$ cat config.mk
export PLATFORM = sky130hd
export DESIGN_NAME = mem_responder
export DESIGN_NICKNAME = d
export VERILOG_FILES = /design/src/rtl/mem_responder.sv
export SDC_FILE = /design/constraint.sdc
export NUM_CORES = 1
export LEC_CHECK = 0
export BUFFER_PORTS_ARGS = -buffer_cell sky130_fd_sc_hd__buf_2
export CAP_MARGIN = 20
export CELL_PAD_IN_SITES_DETAIL_PLACEMENT = 0
export CELL_PAD_IN_SITES_GLOBAL_PLACEMENT = 2
export CORE_MARGIN = 2
export CORE_UTILIZATION = 34
export CTS_BUF_LIST = sky130_fd_sc_hd__clkbuf_4 sky130_fd_sc_hd__clkbuf_8
export CTS_CLUSTER_DIAMETER = 200
export CTS_CLUSTER_SIZE = 40
export DETAILED_ROUTE_END_ITERATION = 10
export GPL_ROUTABILITY_DRIVEN = 0
export GPL_TIMING_DRIVEN = 1
export MAX_ROUTING_LAYER = met4
export PLACE_DENSITY_LB_ADDON = 0.12
export SYNTH_ARGS = -nofsm -noshare
export SYNTH_HDL_FRONTEND = slang
export SYNTH_SLANG_ARGS = --single-unit
$ cat constraint.sdc
create_clock -name clk -period 5.7 [get_ports clk]
set_input_delay 0.285 -clock clk [delete_from_list [all_inputs] [get_ports clk]]
set_output_delay 0.285 -clock clk [all_outputs]
set_load 0.02 [all_outputs]
$ cat src/rtl/mem_responder.sv
// Single-port SRAM responder for core fetch/load/store requests.
// Define MEM_RESPONDER_ALIGN_CHECK_EN to reject non-word-aligned addresses.
module mem_responder #(
  parameter int unsigned WAIT_CYCLES = 1
) (
  input  logic        clk,
  input  logic        rst_n,
  input  logic        mem_en,
  input  logic        mem_read_en,
  input  logic        mem_write_en,
  input  logic        fetch_en,
  input  logic [31:0] addr,
  input  logic [31:0] wdata,
  output logic        sram_cs,
  output logic        sram_we,
  output logic [29:0] sram_addr,
  output logic [31:0] sram_wdata,
  input  logic [31:0] sram_rdata,
  output logic [31:0] instr,
  output logic [31:0] load_data,
  output logic        EOC,
  output logic        busy,
  output logic        err
);

  typedef enum logic [1:0] {
    S_IDLE,
    S_ACCESS,
    S_WAIT,
    S_DONE
  } state_e;

  localparam logic [3:0] WAIT_INIT = 4'(WAIT_CYCLES);

  state_e      state_q;
  logic [3:0]  cnt_q;
  logic [29:0] addr_q;
  logic [31:0] wdata_q;
  logic        fetch_q;
  logic        rd_q;
  logic        cs_q;
  logic        we_q;
  logic        eoc_q;
  logic        err_q;
  logic        busy_q;
  logic [31:0] instr_q;
  logic [31:0] load_q;

  logic misalign_d;
  logic reject_d;

`ifdef MEM_RESPONDER_ALIGN_CHECK_EN
  assign misalign_d = |addr[1:0];
`else
  logic unused_addr_lsb;
  assign unused_addr_lsb = ^addr[1:0];
  assign misalign_d = 1'b0;
`endif

  // Exactly one of read/write, and never a write on the fetch path.
  assign reject_d = (mem_read_en == mem_write_en)
                  | (fetch_en & mem_write_en)
                  | misalign_d;

  always_ff @(posedge clk or negedge rst_n) begin
    if (!rst_n) begin
      state_q <= S_IDLE;
      cnt_q   <= '0;
      addr_q  <= '0;
      wdata_q <= '0;
      fetch_q <= 1'b0;
      rd_q    <= 1'b0;
      cs_q    <= 1'b0;
      we_q    <= 1'b0;
      eoc_q   <= 1'b0;
      err_q   <= 1'b0;
      busy_q  <= 1'b0;
      instr_q <= '0;
      load_q  <= '0;
    end else begin
      cs_q  <= 1'b0;
      we_q  <= 1'b0;
      eoc_q <= 1'b0;
      err_q <= 1'b0;
      unique case (state_q)
        S_IDLE: begin
          if (mem_en) begin
            addr_q  <= addr[31:2];
            wdata_q <= wdata;
            fetch_q <= fetch_en;
            rd_q    <= mem_read_en;
            busy_q  <= 1'b1;
            if (reject_d) begin
              state_q <= S_DONE;
              rd_q    <= 1'b0;
              eoc_q   <= 1'b1;
              err_q   <= 1'b1;
            end else begin
              state_q <= S_ACCESS;
              cs_q    <= 1'b1;
              we_q    <= mem_write_en;
            end
          end
        end
        S_ACCESS: begin
          if (WAIT_CYCLES == 0) begin
            state_q <= S_DONE;
            eoc_q   <= 1'b1;
            if (rd_q) begin
              if (fetch_q) instr_q <= sram_rdata;
              else         load_q  <= sram_rdata;
            end
          end else begin
            state_q <= S_WAIT;
            cnt_q   <= WAIT_INIT;
          end
        end
        S_WAIT: begin
          cnt_q <= cnt_q - 4'd1;
          if (cnt_q == 4'd1) begin
            state_q <= S_DONE;
            eoc_q   <= 1'b1;
            if (rd_q) begin
              if (fetch_q) instr_q <= sram_rdata;
              else         load_q  <= sram_rdata;
            end
          end
        end
        S_DONE: begin
          state_q <= S_IDLE;
          busy_q  <= 1'b0;
        end
        default: begin
          state_q <= S_IDLE;
          busy_q  <= 1'b0;
        end
      endcase
    end
  end

  assign sram_cs    = cs_q;
  assign sram_we    = we_q;
  assign sram_addr  = addr_q;
  assign sram_wdata = wdata_q;
  assign instr      = instr_q;
  assign load_data  = load_q;
  assign EOC        = eoc_q;
  assign busy       = busy_q;
  assign err        = err_q;

endmodule

==> summary.md, run 1 <==
| Metric | Value |
|---|---|
| Status | `finished, final reports clean` |
| Final Setup Violations | `0` |
| Total CTS buffers | `17` |
| Pins Over Slew Limit | `0` |
| Port-buffer cells | `230` |
| Mean Syn Cell Area | `16.40 um2` |
| Post-synthesis sequential area ratio | `0.6546` |
| Syn. warnings | `0` |
| Hold depth | `2` |
| Most common cell after layout, fill and taps aside | `buf_2` |
| Count of final hold-check violations | `0` |
| Crit path launch | `cnt_q[1]` |
| Via density | `4.448` |
| Area Growth Syn to Fin | `34.38%` |
| CTS max path bufs | `2` |
| Antenna violations before repair | `0` |
| First-pass GRT wire length | `18.49 mm` |
| Area leader, netlist | `dfrtp_1` |
| VDD IR-drop max | `0.3231 mV` |
| Worst-path fanout max | `32` |
| #FFs+latches synth | `139` |
| Diodes inserted | `0` |
| Combinational share of power | `0.426` |
| Total number of vias | `3496` |
| Crit. End Element | `flip-flop` |
| RSZ-0062 raised after global routing | `no` |
| Htree depth | `4` |
| Static Leak | `3.620 nW` |
| Power per cell area | `634.5 nW/um2` |
| Height of the die | `129.0 um` |
| GRT Total Usage | `0.1518` |
| CP arrival | `2.69 ns` |
| Fin crit share | `0.4148` |
| Avg WL per Cell | `15.24 um` |
| Worst-Margin Slew | `0.9938 ns` |
| Part of the power in the clock network | `0.200` |
| Core Region | `15260 um2` |
| Worst slew margin | `0.3359` |
| Min cycle time layout | `2.364 ns` |
| Yosys top cell area share | `0.6546` |
| Clock insertion delay at the later pin of the skew report | `0.44 ns` |
| Drt initial violations | `136` |
| Die W | `129.0 um` |
| Top-Level Pins | `233` |
| Hold crit path type | `in2reg` |
| Crit path kind | `reg2reg` |
| Routed wire length | `11.98 mm` |
| Initial core utilization | `0.3483` |
| CTS tree | `done` |
| FP Rows | `45` |
| Crit-path cells | `inv_1 > ha_1 > or3b_4 > nor2_4 > mux2_2` |
| HP Start | `sram_rdata[6]` |
| Net Sw Frac | `0.3739` |
| Synth area leaders | `dfrtp_1 (65%), mux2_2 (26%), ha_1 (1.4%)` |
| F_max | `423.0 MHz` |
| Clock Sinks | `139` |
| Reg power frac | `0.374` |
| Mapped Nets | `432` |
| Crit path required time | `6.02 ns` |
| Nets | `672` |
| Largest net degree at the start of global routing | `73` |
| Clock root cell | `clkbuf_8` |
| Worst setup SP type | `flip-flop` |
| Buf/Inv on CP | `1` |
| Cell Area, Synth | `5314 um2` |
| Vias in the first global route | `3589` |
| Total setup buffers inserted after CTS | `0` |
| Most frequent cells in the layout | `buf_2 (229), dfrtp_1 (139), mux2_2 (125), clkbuf_8 (18), inv_1 (8)` |
| Max_cap viols | `0` |
| Worst stage delay on the critical path | `0.79 ns` |
| Post-DP HPWL | `8.430 mm` |
| Setup Skew | `0.009783 ns` |
| R2R cell count | `5` |
| WHS | `0.06869 ns` |
| Slowest stage cell on the critical path | `nor2_4` |
| Post-DRT Antenna Nets | `0` |
| Setup TNS Final | `0 ns` |
| R2R Path Start | `cnt_q[1]` |
| Post-route DRC | `0` |
| Sw power | `1.694 mW` |
| CTS resizes | `0` |
| Cts hold-fix bufs | `2` |
| Grt total ovfl | `0` |
| TritonRoute pass-1 iters | `4` |
| CP Depth | `5` |
| CP delay by family, top | `simple AND/OR/NAND/NOR gates` |
| Die area | `16640 um2` |
| Int Pwr | `2.837 mW` |
| Cells after synthesis | `324` |
| Unique masters post-synth | `30` |
| Share of layout cells above drive strength 1 | `0.6817` |
| Worst-path clk slew | `0.08 ns` |
-- final timing paths --
path / end / slack [ns]
setup / recovery: instr[30] / 3.34
hold / removal: load_data[6] / 0.07
setup reg to reg: instr[30] / 3.34
hold reg to reg: load_data[6] / 0.48
max in group asynchronous: sram_addr[15] / 3.91
min in group asynchronous: instr[10] / 0.39
-- cells in the mapped netlist --
cell type / n
a21o_1: 1
a21oi_1: 2
a31oi_1: 1
and3_1: 1
buf_1: 4
buf_2: 3
buf_4: 3
buf_6: 3
clkbuf_1: 1
dfrtp_1: 139
ha_1: 6
inv_1: 8
mux2_1: 4
mux2_2: 125
mux2i_1: 1
nand2_1: 4
nand3_1: 1
nor2_1: 1
nor2_2: 1
nor2b_1: 2
nor3_4: 1
nor3b_1: 1
nor4_1: 1
o21ai_0: 1
o22a_1: 1
o22ai_1: 3
o2bb2ai_1: 2
o31ai_1: 1
or3_1: 1
or3b_4: 1
-- flip-flops by register name (all words and copies together), names as in the netlist --
| signal | cells |
|---|---|
| busy | 1 |
| sram_wdata | 32 |
| sram_we | 1 |
| rd_q | 1 |
| load_data | 32 |
| sram_addr | 30 |
| instr | 32 |
| state_q | 2 |
| cnt_q | 4 |
| sram_cs | 1 |
| EOC | 1 |
| fetch_q | 1 |
| err | 1 |
-- final cells by class --
class | instances | area [um2]
Fill cell | 1394 | 8118
Sequential cell | 139 | 3478
Multi-Input combinational cell | 163 | 1723
Timing Repair Buffer | 235 | 1200
Clock buffer | 22 | 277.8
Tap cell | 211 | 264.0
Clock inverter | 8 | 167.7
Inverter | 8 | 30.03
-- routing by layer --
metal  global-route usage  vias up  part of all wire
met3              0.06978       14             0.099
met5                    -        -                 0
met4              0.05754        0             0.017
met1               0.1834     1707              0.43
met2               0.2228      158              0.46
li1                     -     1617                 -
-- power groups by stage --
stage                     registers [mW]  logic, mW  clock network, mW
after CTS                           1.70       1.97              0.937
after floorplan                     2.28      0.699                  0
after detailed placement            1.71       1.96                  0
after global placement              1.69       1.95                  0
final                               1.70       1.93              0.904
after global routing                1.76       2.08              0.984
-- through the flow --
| step | setup slack, ns | util | std cells | total power, mW | area [um2] |
|---|---|---|---|---|---|
| global route | 3.183 | 0.4680 | 786 | 4.819 | 7141 |
| detailed placement | 3.243 | 0.4375 | 754 | 3.679 | 6675 |
| finish | 3.336 | 0.4680 | 786 | 4.531 | 7141 |
| global placement | 3.295 | 0.4375 | 754 | 3.635 | 6675 |
| CTS | 3.234 | 0.4680 | 786 | 4.607 | 7141 |
| floorplan | 3.825 | - | 324 | 2.979 | 5314 |
-- cells by family (layout without fill, tap and decap cells) --
family / after synthesis / count (layout) / synth area share
simple gates: 15 / 15 / 0.01813
flops: 139 / 139 / 0.6546
fa+ha+maj: 6 / 6 / 0.01413
buf+inv: 22 / 273 / 0.02260
mux: 130 / 130 / 0.2753
compound gates: 12 / 12 / 0.01531
Note: power is estimated with default switching activity, not from simulation.
==> inputs of run 2 (changes only) <==
- CORE_UTILIZATION: 34 -> 32
- clock period: 5.7 -> 2.45 ns (I/O delays scaled with it)
==> run 2 against run 1 <==
  * Cell count grew 14%
  * Critical path type unchanged
  * Utilization grew 3.0 points
  * Wire length grew 6.9%
  * Die area grew 6.1%
  * Largest cell class unchanged
  * Global-route usage grew 0.24 points
==> summary.md, run 2 (synthesis gave the netlist of run 1 again) <==
| Metric | Value |
|---|---|
| Status | `finished, final reports clean` |
| Total power | `10.54 mW (+130%)` |
| F_max | `492.5 MHz (+16%)` |
| Pins Over Slew Limit | `0 (unchanged)` |
| Largest net degree at the start of global routing | `69 (-5.5%)` |
| Vias in the first global route | `4151 (+16%)` |
| Fillers | `1487 (+6.7%)` |
| Share of layout cells above drive strength 1 | `0.5852 (-0.09655)` |
| Crit. End Element | `flip-flop` |
| CTS tree | `done` |
| Slowest stage cell on the critical path | `or3b_4` |
| WHS | `0.06289 ns (-0.005799 ns)` |
| Htree depth | `4 (unchanged)` |
| Setup TNS Final | `0 ns (unchanged)` |
| CP arrival | `2.34 ns (-0.35 ns)` |
| Total number of vias | `3893 (+11%)` |
| Worst slew margin | `0.6355 (+0.2996)` |
| Grt total ovfl | `0 (unchanged)` |
| FP Rows | `47 (+4.4%)` |
| First-pass GRT wire length | `20.62 mm (+12%)` |
| Post-DRT Antenna Nets | `0 (unchanged)` |
| Avg WL per Cell | `14.30 um (-6.1%)` |
| Clock insertion delay at the later pin of the skew report | `0.43 ns (about the same)` |
| Most common cell after layout, fill and taps aside | `buf_2` |
| Power per cell area | `1291 nW/um2 (+100%)` |
| Final Setup Violations | `0 (unchanged)` |
| Max_cap viols | `0 (unchanged)` |
| Clock root cell | `clkbuf_8` |
| Static Leak | `4.041 nW (+12%)` |
| Top-Level Pins | `233 (unchanged)` |
| Final core utilization | `0.4975 (+0.02954)` |
| Diodes inserted | `0 (unchanged)` |
| Core Region | `16410 um2 (+7.5%)` |
| Count of final hold-check violations | `0 (unchanged)` |
| Height of the die | `132.9 um (+3.0%)` |
| Via density | `4.350 (-2.2%)` |
| Post-DP HPWL | `8.594 mm (+1.9%)` |
| GRT Total Usage | `0.1541 (+0.002351)` |
| Worst-path clk slew | `0.07 ns (about the same)` |
| Worst stage delay on the critical path | `0.43 ns (-0.36 ns)` |
| Die W | `132.9 um (+3.0%)` |
| Port-buffer cells | `230 (unchanged)` |
| Nets | `772 (+15%)` |
| Hold crit path type | `in2reg` |
| Area Growth Syn to Fin | `53.61%` |
| Fin crit share | `0.8288 (+0.4141)` |
| Clock Sinks | `139 (unchanged)` |
| CTS resizes | `0 (unchanged)` |
| CTS max path bufs | `2 (unchanged)` |
| RSZ-0062 raised after global routing | `no` |
| Drt initial violations | `70 (-49%)` |
| Crit path kind | `reg2reg` |
| Crit path required time | `2.76 ns (-3.26 ns)` |
| Crit-path cells | `inv_1 > ha_1 > or3b_4 > nor2_4 > buf_4 > mux2_2` |
| Worst-Margin Slew | `0.5467 ns (-0.4471 ns)` |
| Post-route DRC | `0 (unchanged)` |
| Min cycle time layout | `2.031 ns (-0.3335 ns)` |
| Initial core utilization | `0.3239 (-0.02438)` |
| Die area | `17650 um2 (+6.1%)` |
| Worst setup SP type | `flip-flop` |
| Total setup buffers inserted after CTS | `0 (unchanged)` |
| VDD IR-drop max | `0.6209 mV (+92%)` |
| Setup Skew | `0.009845 ns (+0.00006215 ns)` |
| Routed wire length | `12.80 mm (+6.9%)` |
| Worst-path fanout max | `8 (-75%)` |
| Antenna violations before repair | `0 (unchanged)` |
| Total CTS buffers | `17 (unchanged)` |
| Most frequent cells in the layout | `buf_2 (229), dfrtp_1 (139), mux2_2 (125), dlygate4sd3_1 (99), clkbuf_8 (20)` |
| TritonRoute pass-1 iters | `4 (unchanged)` |
-- run 2: cell count changes in the layout (fill, tap and decap cells not counted) --
cell,before,now
clkinvlp_4,1,2
clkbuf_4,4,3
clkbuf_8,18,20
buf_4,3,2
bufinv_16,5,3
dlygate4sd3_1,2,99
buf_12,0,4
-- run 2: metal layers --
layer  vias up  routed length [um]  GRT usage
li1       1811                   -          -
met3        13                1122    0.06245
met1      1901                5429     0.1816
met5         -                   0          -
met4         0                 170    0.05556
met2       168                6075     0.2386
-- run 2: final timing paths --
| path | depth (start not counted) | end | slack (ns) | start |
|---|---|---|---|---|
| min reg2reg | 1 | load_data[6] | 0.49 | load_data[6] |
| max reg2reg | 6 | instr[8] | 0.42 | cnt_q[1] |
| min | 3 | rd_q | 0.06 | mem_read_en |
| min in group asynchronous | 2 | load_data[3] | 0.21 | rst_n |
| max | 6 | instr[8] | 0.42 | cnt_q[1] |
| max in group asynchronous | 3 | load_data[12] | 1.49 | rst_n |
-- run 2: cell type report --
class	count	area (um2)	share of cell area
clock buffers	23	297.8	0.03648
multi-input cells	163	1723	0.2111
flip-flops and latches	139	3478	0.4261
clock inverters	7	115.1	0.01410
repair buffers	335	2243	0.2748
inverters	8	30.03	0.003679
well taps	220	275.3	0.03372
-- run 2: worst max-delay path, delay by kind of cell, from the launching register on --
family                     cells  cell delay, ns
and+or+nand+nor                2            0.74
DFF                            1            0.38
muxes                          1            0.34
buffers and inverters          2            0.32
adders and majority gates      1            0.13
-- run 2: stage by stage --
| step | instance area [um2] | instances | setup slack, ns |
|---|---|---|---|
| finish | 8163 | 895 | 0.4193 |
| global route | 8163 | 895 | 0.2916 |
| CTS | 8163 | 895 | 0.3955 |
| detailed placement | 6759 | 766 | 0.4066 |
| global placement | 6759 | 766 | 0.4140 |
| floorplan | 5314 | 324 | 0.5750 |
-- run 2: power by group --
part | total [mW] | internal, mW | switching (mW) | leakage (nW)
clock network | 1.94 | 1.11 | 0.832 | 0.208
logic | 4.65 | 2.04 | 2.61 | 2.13
registers | 3.95 | 3.42 | 0.533 | 1.71
total | 10.5 | 6.57 | 3.97 | 4.04
-- run 2: what timing repair did --
| action | in CTS | in global routing |
|---|---|---|
| hold buffers | 99 | 0 |
| setup endpoints to repair | 0 | 0 |
| hold endpoints to repair | 186 | 0 |
